**src/rtl/sad_search_sequencer.sv**
```systemverilog
// Sequences candidate search positions into the SAD datapath and tracks the minimum returned SAD.
// Latency: first issue one cycle after Start; Done NUM_POS+LATENCY cycles after the Start edge.
// Backpressure: none; positions issue one per cycle, and Start is ignored unless the block is idle.
module sad_search_sequencer #(
  parameter int          NUM_POS     = 64,
  parameter int          LATENCY     = 3,
  parameter logic [31:0] INVALID_SAD = 32'd9999
) (
  input  logic        Clk,
  input  logic        Reset,
  input  logic        Start,
  input  logic [31:0] SADInstr,
  input  logic [31:0] SADValIn,
  input  logic [31:0] SADIndexIn,
  output logic [31:0] InstructionOut,
  output logic [31:0] index,
  output logic        Busy,
  output logic        Done,
  output logic [31:0] BestSAD,
  output logic [31:0] BestIndex,
  output logic [15:0] ResultCount
);

  typedef enum logic [1:0] {
    S_IDLE,
    S_ISSUE,
    S_DRAIN,
    S_DONE
  } state_t;

  localparam logic [15:0] LAST_POS = 16'(NUM_POS - 1);

  state_t               state_q, state_d;
  logic [31:0]          instr_q, instr_d;
  logic [15:0]          cnt_q, cnt_d;
  logic [LATENCY-1:0]   vpipe_q, vpipe_d;
  logic [31:0]          best_sad_q, best_sad_d;
  logic [31:0]          best_idx_q, best_idx_d;
  logic [15:0]          res_cnt_q, res_cnt_d;
  logic                 qual;

  // The pipe's top bit marks the cycle whose SADValIn/SADIndexIn belong to an issued position.
  assign qual = vpipe_q[LATENCY-1];

  // State register and datapath flops; reset can land at any time, even mid-search.
  always_ff @(posedge Clk or posedge Reset) begin
    if (Reset) begin
      state_q    <= S_IDLE;
      instr_q    <= '0;
      cnt_q      <= '0;
      vpipe_q    <= '0;
      best_sad_q <= 32'hFFFF_FFFF;
      best_idx_q <= '0;
      res_cnt_q  <= '0;
    end else begin
      state_q    <= state_d;
      instr_q    <= instr_d;
      cnt_q      <= cnt_d;
      vpipe_q    <= vpipe_d;
      best_sad_q <= best_sad_d;
      best_idx_q <= best_idx_d;
      res_cnt_q  <= res_cnt_d;
    end
  end

  // Next-state, issue counter, valid pipe and running-minimum update.
  always_comb begin
    state_d    = state_q;
    instr_d    = instr_q;
    cnt_d      = cnt_q;
    best_sad_d = best_sad_q;
    best_idx_d = best_idx_q;
    res_cnt_d  = res_cnt_q;

    // Shift every cycle; a one enters only for cycles that issue a position.
    vpipe_d    = vpipe_q << 1;
    vpipe_d[0] = (state_q == S_ISSUE);

    // Sentinel results are dropped outright; strict compare keeps the earliest index on ties.
    if (qual && (SADValIn != INVALID_SAD)) begin
      if (res_cnt_q != 16'hFFFF) begin
        res_cnt_d = res_cnt_q + 16'd1;
      end
      if (SADValIn < best_sad_q) begin
        best_sad_d = SADValIn;
        best_idx_d = SADIndexIn;
      end
    end

    case (state_q)
      S_IDLE: begin
        if (Start) begin
          instr_d    = SADInstr;
          best_sad_d = 32'hFFFF_FFFF;
          best_idx_d = '0;
          res_cnt_d  = '0;
          cnt_d      = '0;
          state_d    = S_ISSUE;
        end
      end
      S_ISSUE: begin
        // The counter stops on the last position so index holds it through the drain.
        if (cnt_q == LAST_POS) begin
          state_d = S_DRAIN;
        end else begin
          cnt_d = cnt_q + 16'd1;
        end
      end
      S_DRAIN: begin
        // Leave once the final valid bit shifts out; its capture happens on this same edge.
        if (vpipe_d == '0) begin
          state_d = S_DONE;
        end
      end
      S_DONE: begin
        state_d = S_IDLE;
      end
      default: begin
        state_d = S_IDLE;
      end
    endcase
  end

  assign InstructionOut = (state_q == S_ISSUE) ? instr_q : 32'd0;
  assign index          = {16'd0, cnt_q};
  assign Busy           = (state_q == S_ISSUE) || (state_q == S_DRAIN);
  assign Done           = (state_q == S_DONE);
  assign BestSAD        = best_sad_q;
  assign BestIndex      = best_idx_q;
  assign ResultCount    = res_cnt_q;

endmodule
```
**config.mk**
```make
export PLATFORM = sky130hd
export DESIGN_NAME = sad_search_sequencer
export DESIGN_NICKNAME = d
export VERILOG_FILES = /design/src/rtl/sad_search_sequencer.sv
export SDC_FILE = /design/constraint.sdc
export NUM_CORES = 1
export LEC_CHECK = 0
export ABC_AREA = 1
export CORE_MARGIN = 5
export CORE_UTILIZATION = 48
export CTS_BUF_LIST = sky130_fd_sc_hd__clkbuf_2
export DETAILED_ROUTE_END_ITERATION = 8
export PLACE_DENSITY = 0.83
export SLEW_MARGIN = 20
export SYNTH_ARGS = -nofsm -noshare
export SYNTH_HDL_FRONTEND = slang
export SYNTH_SLANG_ARGS = --single-unit
```
**constraint.sdc**
```tcl
create_clock -name Clk -period 5.95 [get_ports Clk]
set_clock_uncertainty 0.05 [all_clocks]
set_input_delay 0.8925 -clock Clk [delete_from_list [all_inputs] [get_ports Clk]]
set_output_delay 0.8925 -clock Clk [all_outputs]
set_load 0.005 [all_outputs]
```
---- Word level (Yosys, flattened, before mapping) ----
Index checks and enable logic that the tools add are counted.
storage, ports and cells
  bits in registers ....................... 133
  input port bits ......................... 99
  output and inout port bits .............. 146
  word-level logic and storage cells ...... 48
cells by class
  $add $sub $neg .......................... 2
  order comparisons ....................... 1
  equal/unequal tests ..................... 10
  muxes and demuxes ....................... 20
  reduce and logical (&&, ||, !) cells .... 8
operator list
  kind                                                   number
  two-way mux 32 bit                                     9
  two-way mux 16 bit                                     6
  adder 16 x 1 -> 16 bit (second input constant)         2
  less-than comparator 32 bit                            1
  != test 32 x 14 -> 1 bit (second input constant)       1
  case mux 16 bit (2 select lines)                       1
  equality test 16 x 6 -> 1 bit (second input constant)  1
  != test 16 bit (second input constant)                 1
  case mux 2 bit (4 select lines)                        1
  two-way mux 2 bit                                      3
  != test 2 bit (second input constant)                  3
  AND reduction 3 bit                                    2
  equality test 2 bit (second input constant)            2
  zero test 3 bit                                        1
  equality test 2 x 1 -> 1 bit (second input constant)   1
  zero test 2 bit                                        1
  != test 2 x 1 -> 1 bit (second input constant)         1
  AND reduction 2 bit                                    1
  nonzero test 2 bit                                     1
  logical AND 1 bit                                      1
  logical OR 1 bit                                       1

---- Logic depth before layout (Yosys ltp) ----
Gate-level depths: netlist of the first run.
  depth in word-level cells ............... 5
  mapped depth ............................ 15
  depth with buffers taken out ............ 14

---- Least setup slack after synthesis of the first run ----
Ideal clock, no wire load.
  path kind ............................... reg2out
  from .................................... reg state_q[1]
  to ...................................... out InstructionOut[10]
  data arrival time ....................... 1.529 ns
  required time ........................... 5.008 ns
  slack ................................... 3.479 ns
  cell stages (with the launch flop) ...... 8
  path buffers ............................ 3
  path through ............................ dfrtp_1 -> inv_1 -> ha_1 -> clkbuf_1 -> clkbuf_1 -> buf_1 -> nand2_1 -> inv_1
between the ends
  longest elaborated chain between the ends .. 2
ends and longest elaborated chain
  what                          line  RTL
  from (decl)                   33    state_t state_q, state_d;
  from (signal assigned)        56    state_q <= state_d;
  equality test 2 x 1 -> 1 bit  -
  net vpipe_d[0]                36    logic [LATENCY-1:0] vpipe_q, vpipe_d;
  two-way mux 32 bit            124   assign InstructionOut = (state_q == S_ISSUE) ? instr_q : 32'd0;
  to (decl)                     15    output logic [31:0] InstructionOut,
The timed path passes the listed nets, and every way through them passes these cells.

---- Worst setup path after layout of the first run ----
  from .................................... reg state_q[1]
  to ...................................... out InstructionOut[15]
Same word-level chain as after synthesis.

==> out/metrics.cfg, run 1 <==
[floorplanning]
fp.dieW_um=136
rows=46
dieHeight_um=136
dieArea_um2=18600
core_um2=15800
io_pins=245
start_util_pct=48.5

[synth]
synth_edf_count=0
synth_warnings=0
syn_area_per_cell_um2=7.37
synthFlopType=dfrtp_1
syn_area_um2=7650
synth-seq-cells=133
synth_cells=1038
yosysMostFrequentCell=nand2_1
ys_async_sr_fraction_pct=100
synth_cell_types=32
yosysSeqAreaShare_pct=44.0
synth_common_cells=nand2_1, inv_1, nand3_1, dfrtp_1, nor2_1
synthTopCellsByArea=dfrtp_1, nand2_1, dfstp_2
yosys.area.top_type_share_pct=33.0
yosysTopAreaCell=dfrtp_1

[setup_path]
required_ns=5.01
endpoint=InstructionOut[15]
start_kind=register
r2r_start=cnt_q[0]$_DFFE_PP0P_
cp-end-kind=primary output
r2r-end=cnt_q[12]$_DFFE_PP0P_
startpoint=state_q[1]$_DFFE_PP0P_
path_class=reg2out
crit_path_max_fanout=38
arrival_ns=2.72
reg2reg_depth=8
rrSetupSlack_ns=3.11

[layout]
nFillCells=1418
utilization_pct=64.8
area_growth_pct=33.5
fin_cells=1472
drive_gt1_share_pct=6.53
nets=1379

[sta]
finalHoldViolCount=0
clock.fmax_ghz=0.273
worst_pin_slew_ns=1.13
timing.final.crit_share_pct=61.5
setup_ws_ns=2.29
slew_viol_final=0
tns_ns=0
min_period_ns=3.66
maxSlewHeadroom_pct=24.5
rsz0062_at_grt=no
setup_viol=0

[cts]
cts_root_buffer=clkbuf_2
cts-hold-fix-buffers=0
cts_sinks=133
clock_path_buffers=2
postCtsSetupBuffers=0
cts_tree=yes
htree_levels=4
clk-insertion-delay-late_ns=0.69
cts-resized-gates=0
clk_pin_slew_ns=0.17
cts_buffers=17

[detailed_routing]
drc_errors=0
first_pass_iters=5
antenna_left=0
wl_per_cell_um=14.6
drtIter0Drc=494
via_count=7405
drt_wl_total_um=21500
routed_via_density=5.03

[global_route]
met1_usage_pct=29.6
grt.busiest_layer=met2
overflow=0
grt_max_degree=104
grt_pass1_wl_um=34200
met3_usage_pct=7.66
grt_pass1_vias=6947
track_usage_pct=22.9
antenna_found_initial=0
use_met2_pct=36.1

[place]
routabilityCongestion=0.911
io_buffer_count=228
dp_hpwl_um=15300
place_ws_ns=2.39
dpl.cell_count=1439

[pwr]
power.density_nw_per_um2=418
fin_total_pwr_mw=4.27
peakVddDrop_v=0.000212
power_leakage_nw=5.24

[run]
drv_cap=0

[status]
outcome=complete, no violations

[hold_path]
hp-class=reg2reg

-- flip-flops by register name, summed over array words and instances, names as in the netlist --
name         count
state_q          2
cnt_q           16
vpipe_q          3
instr_q         32
BestIndex       32
ResultCount     16
BestSAD         32
-- report_power, final --
part	internal, mW	switching (mW)
Combinational	1.04	1.06
Sequential	1.36	0.289
Clock	0.191	0.329
Total	2.60	1.68
-- layout make-up --
class | instances | area, um2 | area share [%]
flip-flops and latches | 133 | 3370 | 33.0
multi-input cells | 715 | 3490 | 34.2
well taps | 216 | 270 | 2.65
clock inverters | 12 | 115 | 1.13
diodes | 1 | 2.50 | 0.0245
inverters | 139 | 524 | 5.13
repair buffers | 236 | 2340 | 22.9
clock buffers | 20 | 100 | 0.980
-- stage by stage --
step | hold slack, ns | instance area, um2
2_1_floorplan | 0.306 | 7710
3_3_place_gp | 0.318 | 10000
3_5_place_dp | 0.318 | 10000
4_1_cts | 0.359 | 10200
5_1_grt | 0.376 | 10200
6_report | 0.358 | 10200
-- metal layers --
metal / routed length (um) / share of wire (%) / up-vias
li1: - / - / 3646
met1: 8900 / 41 / 3431
met2: 9970 / 46 / 290
met3: 2160 / 10 / 38
met4: 485 / 2.3 / 0
met5: 0 / 0 / -
-- cells in the final DEF, fill, tap and decap left out, types with 2 or more instances in the layout --
cell type          n
xor2_1            13
buf_4              8
xnor2_1            3
nand2_2            2
clkinvlp_4         2
inv_1            136
clkbuf_2          20
nor3_1            16
nand2_1          289
clkinv_1           5
dfrtp_1          101
bufinv_16          2
o21ai_0           31
nand3_1          131
nand4_1           12
ha_1              38
nor2_1            85
a21oi_1           59
dfstp_2           32
clkdlybuf4s50_1  228
nor4_1             2
or2_2              6
conb_1            16
o21ai_1            2
clkinv_2           4
-- worst min-delay path by stage --
stage                              start                    to  slack, ns  cells past startpoint
finish              vpipe_q[0]$_DFF_PP0_  vpipe_q[1]$_DFF_PP0_       0.36                      0
global route        vpipe_q[0]$_DFF_PP0_  vpipe_q[1]$_DFF_PP0_       0.38                      0
CTS                 vpipe_q[0]$_DFF_PP0_  vpipe_q[1]$_DFF_PP0_       0.36                      0
detailed placement  vpipe_q[0]$_DFF_PP0_  vpipe_q[1]$_DFF_PP0_       0.32                      0
global placement    vpipe_q[0]$_DFF_PP0_  vpipe_q[1]$_DFF_PP0_       0.32                      0
floorplan           vpipe_q[1]$_DFF_PP0_  vpipe_q[2]$_DFF_PP0_       0.31                      0
-- kinds of logic (layout without fill, tap and decap cells) --
kind of cell	Yosys count	in the layout	synth area share, %
other	1	17	0.0490
DFF	133	133	44.0
AOI/OAI and AO/OA	95	95	6.31
buffers and inverters	205	407	11.3
and+or+nand+nor	550	550	30.3
xor gates and xnor gates	16	16	1.83
adders and majority gates	38	38	6.21
-- worst max-delay path: stages (launching register included) --
cell             delay, ns
dfrtp_1               0.44
inv_1                 0.12
ha_1                  0.32
buf_4                 0.43
nand2_1               0.13
inv_1                 0.08
clkdlybuf4s50_1       0.52
Power figures use the tool's default switching activity.
==> run 2, diff against run 1 <==
--- a/config.mk
+++ b/config.mk
@@ -7,10 +7,10 @@
 export LEC_CHECK = 0
 export ABC_AREA = 1
 export CORE_MARGIN = 5
-export CORE_UTILIZATION = 48
+export CORE_UTILIZATION = 44
 export CTS_BUF_LIST = sky130_fd_sc_hd__clkbuf_2
 export DETAILED_ROUTE_END_ITERATION = 8
-export PLACE_DENSITY = 0.83
+export PLACE_DENSITY = 0.8
 export SLEW_MARGIN = 20
 export SYNTH_ARGS = -nofsm -noshare
 export SYNTH_HDL_FRONTEND = slang
==> constraint.sdc (replaced) <==
create_clock -name Clk -period 2.9 [get_ports Clk]
set_clock_uncertainty 0.05 [all_clocks]
set_input_delay 0.435 -clock Clk [delete_from_list [all_inputs] [get_ports Clk]]
set_output_delay 0.435 -clock Clk [all_outputs]
set_load 0.005 [all_outputs]
==> run 2 against run 1 <==
Hold slack worse by 0.22 ns. Clock-buffer cell count is 1 lower. Worst setup slack lost 2.0 ns. Critical path depth is 3 lower. Via count grew 0.74%. Global-route usage shrank 1.4 points.
==> out/metrics.cfg, run 2 (same netlist as run 1, synthesis figures left out) <==
[status]
outcome=complete, no violations

[setup_path]
arrival_ns=2.09
r2r_start=state_q[1]$_DFFE_PP0P_
reg2reg_depth=11
path_cells=inv_1 -> ha_1 -> clkdlybuf4s50_1
critical-path-slowest-cell=clkdlybuf4s50_1
crit_path_max_fanout=4
crit_family=buffers and inverters
critPathMaxStageDelay_ns=0.50
path_buf_inv=2
required_ns=2.41
start_kind=register
cp-end-kind=primary output
rrSetupSlack_ns=0.54
path_class=reg2out
r2r-end=cnt_q[2]$_DFFE_PP0P_

[detailed_routing]
wl_per_cell_um=14.7
drtIter0Drc=388
drc_errors=0
via_count=7460
antenna_left=0
drt_wl_total_um=22000
routed_via_density=4.99
first_pass_iters=5

[sta]
finalHoldViolCount=0
tns_ns=0
setup_viol=0
hold_slack_ns=0.137
maxSlewHeadroom_pct=58.0
rsz0062_at_grt=no
clock.fmax_ghz=0.388
slew_viol_final=0
min_period_ns=2.58
worst_pin_slew_ns=0.631
timing.final.crit_share_pct=88.9

[global_route]
antenna_found_initial=2
track_usage_pct=21.5
grt_pass1_vias=7044
grt_pass1_wl_um=34700
grt_max_degree=86
overflow=0

[layout]
nFillCells=1546
n_antenna_cell=0
nets=1395
final_cell_mix=nand2_1, clkdlybuf4s50_1, inv_1
utilization_pct=61.8
drive_gt1_share_pct=7.95
stdcell_area_um2=10600
mostFrequentLayoutCell=nand2_1
ff_latch_area_um2=3370
area_growth_pct=38.7
multiInputGateArea_um2=3500

[floorplanning]
dieHeight_um=142
io_pins=245
dieArea_um2=20100
start_util_pct=44.6
core_um2=17200
rows=48
fp.dieW_um=142

[place]
dpl-instance-area_um2=10100
io_buffer_count=228
routabilityCongestion=0.880
dp_hpwl_um=15600

[cts]
cts_buffers=17
cts-hold-fix-buffers=0
clk_pin_slew_ns=0.21
htree_levels=4
cts_tree=yes
cts_sinks=133
cts_root_buffer=clkbuf_2
clk-insertion-delay-late_ns=0.69
clock_path_buffers=2

[pwr]
fin_total_pwr_mw=9.22
power_leakage_nw=5.95
power.density_nw_per_um2=869
peakVddDrop_v=0.000400

[run]
drv_cap=0

[hold_path]
hp-class=in2async

## run 2: per-layer routing
layer	wire length [um]	up-vias	global-route usage [%]
met5	25	-	0
met4	420	4	6.57
met3	2160	33	8.02
met2	10500	266	34.6
met1	8900	3478	26.9
li1	-	3679	-
## run 2: how the worst max path moves through the flow
stage	slack (ns)	cells after the start	endpoint	startpoint
4_1_cts	0.05	6	InstructionOut[30]	state_q[1]$_DFFE_PP0P_
3_3_place_gp	0.29	11	BestIndex[30]$_DFF_PP0_	SADValIn[27]
2_1_floorplan	0.79	1	BestIndex[0]$_DFF_PP0_	Reset
5_1_grt	0.12	3	Busy	state_q[0]$_DFFE_PP0P_
3_5_place_dp	0.25	11	BestIndex[1]$_DFF_PP0_	SADValIn[27]
6_report	0.32	3	Busy	state_q[0]$_DFFE_PP0P_
## run 2: final cells by class
| type | instances | area share, % |
|---|---|---|
| clock inverter | 13 | 1.72 |
| multi-input combinational | 715 | 33.0 |
| timing repair buffer | 252 | 25.1 |
| inverter | 139 | 4.95 |
| clock buffer | 19 | 0.896 |
| tap | 225 | 2.65 |
| sequential | 133 | 31.7 |
## run 2: through the flow
step	worst slack (ns)	instances
6_report	0.322	1496
5_1_grt	0.125	1496
4_1_cts	0.0548	1489
3_5_place_dp	0.249	1455
3_3_place_gp	0.286	1455
2_1_floorplan	0.790	1053
## run 2: where the power goes
group          total (mW)  switching, mW  internal (mW)
sequential           3.36          0.571           2.79
clock                1.28          0.713          0.572
combinational        4.58           2.25           2.33
## run 2: tightest hold or removal path, delay by kind of cell
family	cells	cell delay [ns]
buffers and inverters	3	0.92
## run 2: what timing repair did
action,4_1_cts,5_1_grt
buffers inserted,1,5
cloned,1,2
resized for setup,4,32
endpoints found under the setup margin,32,32
hold endpoints to repair,0,0
